===== config.mk =====
export PLATFORM = sky130hd
export DESIGN_NAME = switch_deadtime
export DESIGN_NICKNAME = d
export VERILOG_FILES = /design/src/rtl/switch_deadtime.sv
export SDC_FILE = /design/constraint.sdc
export NUM_CORES = 1
export LEC_CHECK = 0
export ABC_AREA = 1
export ABC_CLOCK_PERIOD_IN_PS = 2380
export BUFFER_PORTS_ARGS = -buffer_cell sky130_fd_sc_hd__buf_2
export CAP_MARGIN = 10
export CORE_MARGIN = 5
export CORE_UTILIZATION = 58
export CTS_CLUSTER_DIAMETER = 100
export DETAILED_ROUTE_END_ITERATION = 7
export PLACE_DENSITY = 0.82
export SLEW_MARGIN = 0
export SYNTH_ARGS = -nofsm -noshare
export SYNTH_HDL_FRONTEND = slang
export SYNTH_SLANG_ARGS = --single-unit

===== constraint.sdc =====
create_clock -name clk -period 2.38 [get_ports clk]
set_input_delay 0.119 -clock clk [delete_from_list [all_inputs] [get_ports clk]]
set_output_delay 0.119 -clock clk [all_outputs]
set_load 0.1 [all_outputs]

===== src/rtl/switch_deadtime.sv =====
// Break-before-make gate driver: turn-off takes effect on the sampling edge, turn-on after DEADTIME edges.
// Short-circuit forces all gates off into a sticky FAULT. No backpressure; Sin is sampled every cycle.
module switch_deadtime #(
  parameter int DEADTIME = 4
) (
  input  logic       clk,
  input  logic       rst,
  input  logic [5:0] Sin,
  input  logic       Short,
  input  logic       clr_fault,
  output logic [5:0] gate,
  output logic       busy,
  output logic       fault,
  output logic       illegal
);

  typedef enum logic [1:0] {IDLE, BREAK, FAULT} state_t;

  localparam logic [7:0] CNT_LOAD = 8'(DEADTIME - 1);

  state_t     state, state_nxt;
  logic [5:0] target, target_nxt, gate_nxt, s_legal;
  logic [7:0] cnt, cnt_nxt;
  logic       fault_nxt, illegal_nxt, sin_bad;
  logic [2:0] pair_on;

  // More than one active pair would short a leg, so such a request means "all off".
  assign pair_on = {|Sin[5:4], |Sin[3:2], |Sin[1:0]};
  assign sin_bad = (pair_on[2] & pair_on[1]) | (pair_on[2] & pair_on[0]) | (pair_on[1] & pair_on[0]);
  assign s_legal = sin_bad ? 6'b000000 : Sin;
  assign busy    = (state == BREAK);

  always_ff @(posedge clk) begin
    if (rst) begin
      state   <= IDLE;
      gate    <= '0;
      target  <= '0;
      cnt     <= '0;
      fault   <= 1'b0;
      illegal <= 1'b0;
    end else begin
      state   <= state_nxt;
      gate    <= gate_nxt;
      target  <= target_nxt;
      cnt     <= cnt_nxt;
      fault   <= fault_nxt;
      illegal <= illegal_nxt;
    end
  end

  always_comb begin
    state_nxt   = state;
    gate_nxt    = gate;
    target_nxt  = target;
    cnt_nxt     = cnt;
    fault_nxt   = fault;
    illegal_nxt = illegal;

    if (Short) begin
      state_nxt  = FAULT;
      gate_nxt   = '0;
      target_nxt = '0;
      fault_nxt  = 1'b1;
    end else if (state == FAULT) begin
      if (clr_fault) begin
        state_nxt   = IDLE;
        gate_nxt    = '0;
        target_nxt  = '0;
        fault_nxt   = 1'b0;
        illegal_nxt = 1'b0;
      end
    end else begin
      illegal_nxt = clr_fault ? 1'b0 : (illegal | sin_bad);
      if (s_legal != target) begin
        // Any change of request drops removed bits now and (re)starts the gap if bits must rise.
        target_nxt = s_legal;
        if (state == IDLE && (s_legal & ~gate) == 6'b000000) begin
          gate_nxt = s_legal;
        end else begin
          gate_nxt  = gate & s_legal;
          cnt_nxt   = CNT_LOAD;
          state_nxt = BREAK;
        end
      end else if (state == BREAK) begin
        if (cnt == 8'd0) begin
          gate_nxt  = target;
          state_nxt = IDLE;
        end else begin
          cnt_nxt = cnt - 8'd1;
        end
      end
    end
  end

endmodule


======== Word level (Yosys, flattened, before mapping) ========
Cells that the tools add are included.
storage, ports and cells
  memories ................................ 0
  input port bits ......................... 10
  memory bits (read-only) ................. 0
  register bits ........................... 24
  output and inout port bits .............. 9
  RAM bits ................................ 0
  logic and storage cells ................. 76
  latch bits .............................. 0
operators by class
  shift operators ......................... 0
  eq/ne operators ......................... 9
  add/sub/neg operators ................... 1
  reductions and logical operators ........ 23
  $mul .................................... 0
  order comparisons ....................... 0
  multiplexer cells ....................... 25
  bitwise logic cells ..................... 11
  div/mod/pow operators ................... 0
operator list
  operator               count
  $mux W6                9
  $mux W8                4
  $mux W2                7
  $and A6 B6 Y6          2
  $logic_not A8 Y1       1
  $reduce_and A4 Y1      2
  $reduce_bool A2 Y1     4
  $reduce_bool A4 Y1     2
  $reduce_or A2 Y1       4
  $sub A8 B1 Y8 const B  1
  $logic_not A6 Y1       1
  $ne A2 B2 Y1 const B   3
  $ne A3 B3 Y1 const B   2
  $ne A6 B6 Y1           1
  $not A6 Y6             1
  $reduce_and A2 Y1      3
  $reduce_bool A3 Y1     2
  $mux W1                5
  $reduce_and A5 Y1      1
  $ne A4 B4 Y1 const B   1
  $and A1 B1 Y1          3
  $or A1 B1 Y1           3
  $reduce_and A3 Y1      1
  $eq A2 B1 Y1 const B   1
  other kinds (4)        5

======== Logic depth before layout (Yosys ltp) ========
Gate-level depths: netlist (run 1).
  depth in word-level cells ............... 12
  gate-level depth with buffers ........... 15
  gate-level depth less buffers ........... 14

======== Worst setup path before layout (run 1) ========
No wires, ideal clock.
  path kind ............................... flip-flop to flip-flop
  start point ............................. reg state[1]
  end point ............................... reg cnt[0]
  clock period less this slack ............ 2.104 ns
  data required time ...................... 2.252 ns
  library setup time ...................... 0.128 ns
  buffers on the path ..................... 0
  arrival time ............................ 1.976 ns
  slack ................................... 0.276 ns
  cell stages (with the launch flop) ...... 8
  path through ............................ dfxtp_1 inv_1 ha_1 inv_1 o21ai_2 nand3_4 o21ai_1 nor2_1
on the way
  elaborated cells on any way between the ends .. 8
  classes of those cells .................. eq/ne (3); bitwise (1); reduce/logical (4)
RTL lines
  item                          RTL line  source
  start: declaration            21        state_t state, state_nxt;
  start signal: assignment      42        state <= state_nxt;
  $eq A2 B1 Y1                  --
  via busy                      12        output logic busy,
  $reduce_bool A2 Y1 (no line)  --
  $reduce_and A5 Y1 (no line)   --
  end signal: assignment        45        cnt <= cnt_nxt;
  end: declaration              23        logic [7:0] cnt, cnt_nxt;
The timed path passes the listed nets, and every way through them passes these cells.
A chain may end at the register's enable or synchronous reset.

======== Worst setup path in the final report (run 1) ========
  start point ............................. reg cnt[0]
  end point ............................... reg gate[0]
on the way
  word-level cells in the longest chain between the ends .. 3
ends and longest elaborated chain
  item                          RTL line  source
  $logic_not A8 Y1              85        if (cnt == 8'd0) begin
  $reduce_bool A3 Y1 (no line)  --
  $reduce_and A3 Y1 (no line)   --
  end signal: assignment        43        gate <= gate_nxt;
  end: declaration              11        output logic [5:0] gate,
No other way between the ends.

==> metrics.txt, run 1 <==
status completed; HP Class in2reg; mapped cell area between 1500 and 2000 sq um; RSZ-0062 raised after global routing false; final hold slack 0.01559 ns; Seq/Total Area, Yosys between 20 and 30%; placed insts 304; Clk Latency, worst-skew pair 0.31 ns; CP most frequent cell inv_1; Avg Vias per Cell 5.394; die area 4107 sq um; worst path arrival time 2.16 ns; ANT cells 0; Max clock buf depth 2; post-synthesis compound-gate area fraction 10.91%; die width 64.09 um; Rows 19; Routed Antenna Nets 0; PostCTS Resize Cnt 0; # H-tree levels 1; Hold-fix buffers, CTS 0; reg2reg start cnt[0]$_SDFFE_PP0P_; largest net degree at the start of global routing 16; dpl hpwl 2917 um; Power Density 603.8 nW/um^2; Worst path top cell family by delay simple AND/OR/NAND/NOR gates; setup violators final 0; Worst-path clk slew 0.12 ns; max-slew violation count 0; # nets final 293; initial antenna violation count 0; Post CTS Setup Buffer Count 0; min Tclk post-route between 1.5 and 2 ns; skew final 0.006738 ns; fillcell total approximately 270; total clock sinks 24; CTS tree done; CTS Buf Count 3; GRT busiest layer met2; WP data required approximately 2.6 ns; M3 GR Usage 2.102%; R2R Path End gate[0]$_SDFFE_PP0P_; Synth Area in Adders 3.687%; final hold vios 0; most area-hungry cell type in the Yosys netlist dfxtp_1; GR Util met2 28.39%; R2R depth 11; grt total ovfl 0; simple-gate share of the synthesized area 43.95%; FF+latch count, synth 24; synth warn 0; area grow syn2layout 6.637%; slowest cell on the critical path nor4_1; buffers plus inverters on the worst setup path 4; Synth area leaders dfxtp_1 (28%), nand2_1 (17%), inv_1 (6.9%); MaxCap Viol Count 0; main combinational cell family by area after synthesis simple AND/OR/NAND/NOR gates; post-synthesis mux area share 0%; Syn Area/Cell around 6.5 sq um; DR DRC count 0; number of global-route vias before repair 1524; critical path, cell by cell inv_1, ha_1, inv_1, nor4_1, inv_1, nand3_4, inv_2, nor2_2, nand2_1, nand2_1, nor2_1; drt total wl 3698 um; leak pwr 0.8732 nW; share of layout cells above drive strength 1 17.75%; First-pass DRT Iterations 4; number of DRC markers in iteration 0 106; vias about 1700; WHS Path Cells 2; io pins 19; root buf cell clkbuf_4; Setup CP Type reg2reg; Initial Util 61.00%; delay of the slowest critical-path stage 0.38 ns; die span in y ~64 um; syn_nets 275; period utilization 81.69%; final RePlAce weighted congestion 0.9042; Startpoint Class flip-flop; Layout Cells excl Fill 307; met1 usage 28.25%; setup_tns 0 ns; register area a little under 500 sq um; CORE AREA approximately 2800 sq um; Worst Hold Launch clr_fault; synthesized instance count 260; Yosys cell types 30; Hold Path Sink illegal$_SDFFE_PP0P_; Post-Synth XOR/XNOR Area 3.097%; worst slew pin tran about 0.63 ns; wire length per cell 12.05 um; flop-to-flop setup slack 0.44 ns; area of the multi-input gates between 1000 and 1500 sq um; CP Capture Type flip-flop; Max Freq 514.3 MHz; first-pass GRT wire length 6499 um; critical path fanouts, max 7; Port Buffers 18; Yosys top cell area share 28.32%; Slew HR between 50% and 60%; worst vdd ir 494.1 uV; Total Routing Usage GR 18.95%
==> metrics by stage <==
step | util (%) | worst slack, ns | power (mW) | instance area [sq um]
2_1_floorplan | - | 0.2763 | 0.8457 | 1697
3_3_place_gp | 64.24 | 0.2960 | 0.9124 | 1787
3_5_place_dp | 64.24 | 0.2669 | 0.9185 | 1787
4_1_cts | 65.05 | 0.4767 | 1.094 | 1809
5_1_grt | 65.05 | 0.2530 | 1.178 | 1809
6_report | 65.05 | 0.4358 | 1.092 | 1809
==> synthesized netlist by cell type <==
cell	n
o21ai_1	3
clkbuf_1	2
nand2_2	3
clkinv_1	1
nand3_4	3
nor4_1	1
nand3_2	2
nand3b_1	1
xnor2_1	1
nand2_1	76
xor2_1	5
ha_1	5
o211ai_1	1
nor2_1	25
dfxtp_1	24
inv_1	31
a21oi_1	20
nand4_2	1
nand4_1	17
nor2_2	11
buf_2	1
nand3_1	10
or2_2	1
inv_2	1
buf_6	3
nand2_4	1
o21ai_2	4
or2_1	1
o21ai_0	4
a211oi_1	1
==> worst register-to-register path: stages (launching register included) <==
cell	delay, ns
dfxtp_1	0.33
inv_1	0.15
ha_1	0.18
inv_1	0.05
nor4_1	0.38
inv_1	0.16
nand3_4	0.13
inv_2	0.04
nor2_2	0.21
nand2_1	0.10
nand2_1	0.08
nor2_1	0.05
==> cells in the final DEF, fill, tap and decap left out, types with 2 or more instances in the layout <==
| cell | count |
|---|---|
| nand3_4 | 3 |
| xor2_1 | 5 |
| nand3_2 | 2 |
| buf_2 | 18 |
| nor2_1 | 25 |
| dfxtp_1 | 24 |
| nand2_1 | 76 |
| inv_1 | 31 |
| nand2_2 | 3 |
| ha_1 | 5 |
| o21ai_0 | 4 |
| nand4_1 | 17 |
| o21ai_1 | 3 |
| nand3_1 | 10 |
| clkbuf_4 | 3 |
| nor2_2 | 11 |
| a21oi_1 | 20 |
| o21ai_2 | 4 |
==> worst max-delay path by stage <==
stage | startpoint | to | slack [ns] | cells after the start
after floorplan | state[1]$_SDFFE_PP0P_ | cnt[0]$_SDFFE_PP0P_ | 0.28 | 7
after global placement | Sin[4] | gate[4]$_SDFFE_PP0P_ | 0.30 | 13
after detailed placement | Sin[4] | cnt[0]$_SDFFE_PP0P_ | 0.27 | 13
after CTS | cnt[0]$_SDFFE_PP0P_ | gate[4]$_SDFFE_PP0P_ | 0.48 | 10
after global routing | cnt[0]$_SDFFE_PP0P_ | gate[4]$_SDFFE_PP0P_ | 0.25 | 10
final | cnt[0]$_SDFFE_PP0P_ | gate[0]$_SDFFE_PP0P_ | 0.44 | 11
==> cells by family after synthesis <==
kind of cell,Yosys count
adder cells (fa/ha/maj),5
flip-flops,24
XOR/XNOR,6
AND/OR/NAND/NOR,153
AO/OA/AOI/OAI,33
buffers and inverters,39
==> power by group <==
| part | internal [mW] | switching (mW) |
|---|---|---|
| clock | 0.0592 | 0.119 |
| sequential | 0.425 | 0.0202 |
| combinational | 0.142 | 0.326 |
==> cell type report <==
cell class	count	share of cell area, %
timing repair buffer	19	5.394
clock buffer	3	1.245
inverter	33	6.846
sequential	24	26.56
multi-input combinational	197	57.81
tap	31	2.144
==> routing by layer <==
layer,share of wire (%),vias up
met5,0,-
met4,0.22,0
met3,5.7,2
met1,51,730
met2,43,50
li1,-,874
==> registers in the layout, summed over array words and instances (netlist names) <==
register	count
cnt	8
gate	6
target	6
state	2
fault	1
illegal	1
No activity file was read; power rests on OpenSTA's default activity.
==> run 2: changes to the inputs <==
--- a/config.mk
+++ b/config.mk
@@ -6,7 +6,7 @@
 export NUM_CORES = 1
 export LEC_CHECK = 0
 export ABC_AREA = 1
-export ABC_CLOCK_PERIOD_IN_PS = 2380
+export ABC_CLOCK_PERIOD_IN_PS = 1950
 export BUFFER_PORTS_ARGS = -buffer_cell sky130_fd_sc_hd__buf_2
 export CAP_MARGIN = 10
 export CORE_MARGIN = 5
==> constraint.sdc (replaced) <==
create_clock -name clk -period 1.95 [get_ports clk]
set_input_delay 0.0975 -clock clk [delete_from_list [all_inputs] [get_ports clk]]
set_output_delay 0.0975 -clock clk [all_outputs]
set_load 0.1 [all_outputs]
==> run 2 against run 1 <==
Compared with the run above: clock skew shrank 0.0049 ns; critical path depth fell by 1; largest cell class unchanged; combinational power up 31%; via count increased by 2.4%; non-clock buffer count is 15 higher; register-to-register slack lost 0.25 ns; global-route usage increased by 0.14 points; die area is the same; power rose by 30%.
==> metrics.txt, run 2 (synthesis gave the netlist of run 1 again) <==
First-pass DRT Iterations 6; Setup CP Type reg2reg; root buf cell clkbuf_4; final RePlAce weighted congestion 0.9103; placed insts 318; die span in y 64.09 um; reg2reg start target[0]$_SDFFE_PP0P_; wire length per cell 11.77 um; Worst-path clk slew 0.13 ns; WHS Path Cells 3; Routed Antenna Nets 0; Max clock buf depth 2; Sw Pwr 0.5811 mW; leak pwr 0.9504 nW; RSZ-0062 raised after global routing false; dpl hpwl 2926 um; Comb pwr share 43.2%; initial antenna violation count 0; Total Routing Usage GR approximately a fifth; Avg Vias per Cell 5.251; R2R Path End gate[4]$_SDFFE_PP0P_; number of DRC markers in iteration 0 115; Placement Cell Area about 1900 sq um; Pint 0.8373 mW; grt total ovfl 0; Worst Hold Launch Sin[1]; first-pass GRT wire length 6624 um; flop-to-flop setup slack roughly 0.18 ns; most common cell after layout, fill and taps aside nand2_1; ANT cells 0; max reg flops 8; Net Sw Frac 40.97%; Layout Cells excl Fill 323; CORE AREA approximately 2800 sq um; # H-tree levels 1; number of global-route vias before repair 1498; die width 64.09 um; area grow syn2layout 15.12%; worst path arrival time 2.02 ns; Design Area, Final 1953 sq um; commonest cells after routing, fill and taps aside nand2_1 (76), inv_1 (31), nor2_1 (25); share of layout cells above drive strength 1 23.97%; fillcell total around 240; die area 4107 sq um; CP Capture Type flip-flop; MaxCap Viol Count 0; Clk Latency, worst-skew pair 0.31 ns; Slew HR 67.49%; CTS Buf Count 3; worst slew pin tran 0.4910 ns; setup violators final 0; Port Buffers 18; vias 1696; Rows 19; CTS tree done; Largest regs cnt x8, gate x6, target x6; status completed; Startpoint Class flip-flop; max-slew violation count 0; sequential power share 38.4%; DR DRC count 0; final hold vios 0; largest net degree at the start of global routing 14; worst vdd ir 615.1 uV; period utilization roughly nine tenths; HP Class in2reg; min Tclk post-route 1.769 ns; WP data required 2.20 ns; total clock sinks 24; drt total wl 3803 um; critical path fanouts, max 8; Max Freq 565.4 MHz; skew final 0.001869 ns; Power Density between 700 and 800 nW/um^2; most flop-heavy register cnt; clock share of power 18.4%; Hold Path Sink target[1]$_SDFFE_PP0P_; io pins 19; # nets final approximately 300; Initial Util 61.00%; R2R depth 10
## run 2: cell count changes in the layout (fill, tap and decap cells not counted), sizes merged
| cell | delta |
|---|---|
| buf | +14 |
| clkbuf | +1 |
| dlygate4sd3 | +1 |
## run 2: power by group through the flow
| stage | sequential [mW] | combinational [mW] | clock (mW) |
|---|---|---|---|
| 6_report | 0.545 | 0.613 | 0.260 |
| 4_1_cts | 0.544 | 0.605 | 0.267 |
| 2_1_floorplan | 0.628 | 0.407 | 0 |
| 5_1_grt | 0.549 | 0.678 | 0.296 |
| 3_3_place_gp | 0.555 | 0.592 | 0 |
| 3_5_place_dp | 0.554 | 0.599 | 0 |
## run 2: worst max path at each step
stage | startpoint | to | slack (ns)
final | target[0]$_SDFFE_PP0P_ | gate[4]$_SDFFE_PP0P_ | 0.18
after detailed placement | Sin[5] | cnt[1]$_SDFFE_PP0P_ | -0.05
after floorplan | gate[4]$_SDFFE_PP0P_ | cnt[0]$_SDFFE_PP0P_ | 0.02
after CTS | cnt[1]$_SDFFE_PP0P_ | gate[2]$_SDFFE_PP0P_ | 0.13
after global placement | Sin[5] | gate[4]$_SDFFE_PP0P_ | 0.004
after global routing | target[1]$_SDFFE_PP0P_ | cnt[0]$_SDFFE_PP0P_ | 0.004
## run 2: metrics by stage
stage | setup TNS, ns | util [%] | hold WS (ns) | power (mW) | setup slack [ns]
after floorplan | 0 | - | 0.1760 | 1.034 | 0.01548
after detailed placement | -0.1607 | 68.24 | 0.3208 | 1.153 | -0.04519
after global routing | 0 | 70.22 | 0.06961 | 1.523 | 0.004221
final | 0 | 70.22 | 0.06314 | 1.418 | 0.1812
after CTS | 0 | 69.91 | 0.06317 | 1.416 | 0.1264
after global placement | 0 | 68.24 | 0.3205 | 1.147 | 0.003534
## run 2: routing by layer
layer / up-vias / wire, um / GRT usage [%]
met5: - / 0 / 0
met4: 0 / 28 / 3.636
met3: 4 / 294 / 3.152
met2: 69 / 1591 / 28.14
met1: 722 / 1889 / 29.10
li1: 901 / - / -
## run 2: worst max-delay path: stages, from the launching register on
cell      delay (ns)
dfxtp_1         0.37
nand4_1         0.11
nand2_1         0.08
nand2_1         0.06
nand3b_1        0.17
nor2_2          0.33
buf_4           0.19
nand2_1         0.04
a21oi_1         0.15
nand2_1         0.08
a21oi_1         0.14
## run 2: area by class of cell
cell class                 count  area [sq um]  area share (%)
sequential                    24         484.2           24.79
clock buffer                   4         36.28           1.858
inverter                      33         123.9           6.342
multi-input combinational    197          1057           54.13
timing repair buffer          34         212.7           10.89
tap                           31         38.79           1.986
## run 2: what timing repair did
action	CTS	global route
endpoints found under the hold margin	1	0
endpoints found under the setup margin	0	7
gates resized for setup	0	2
setup buffers	0	0
hold buffers	1	0
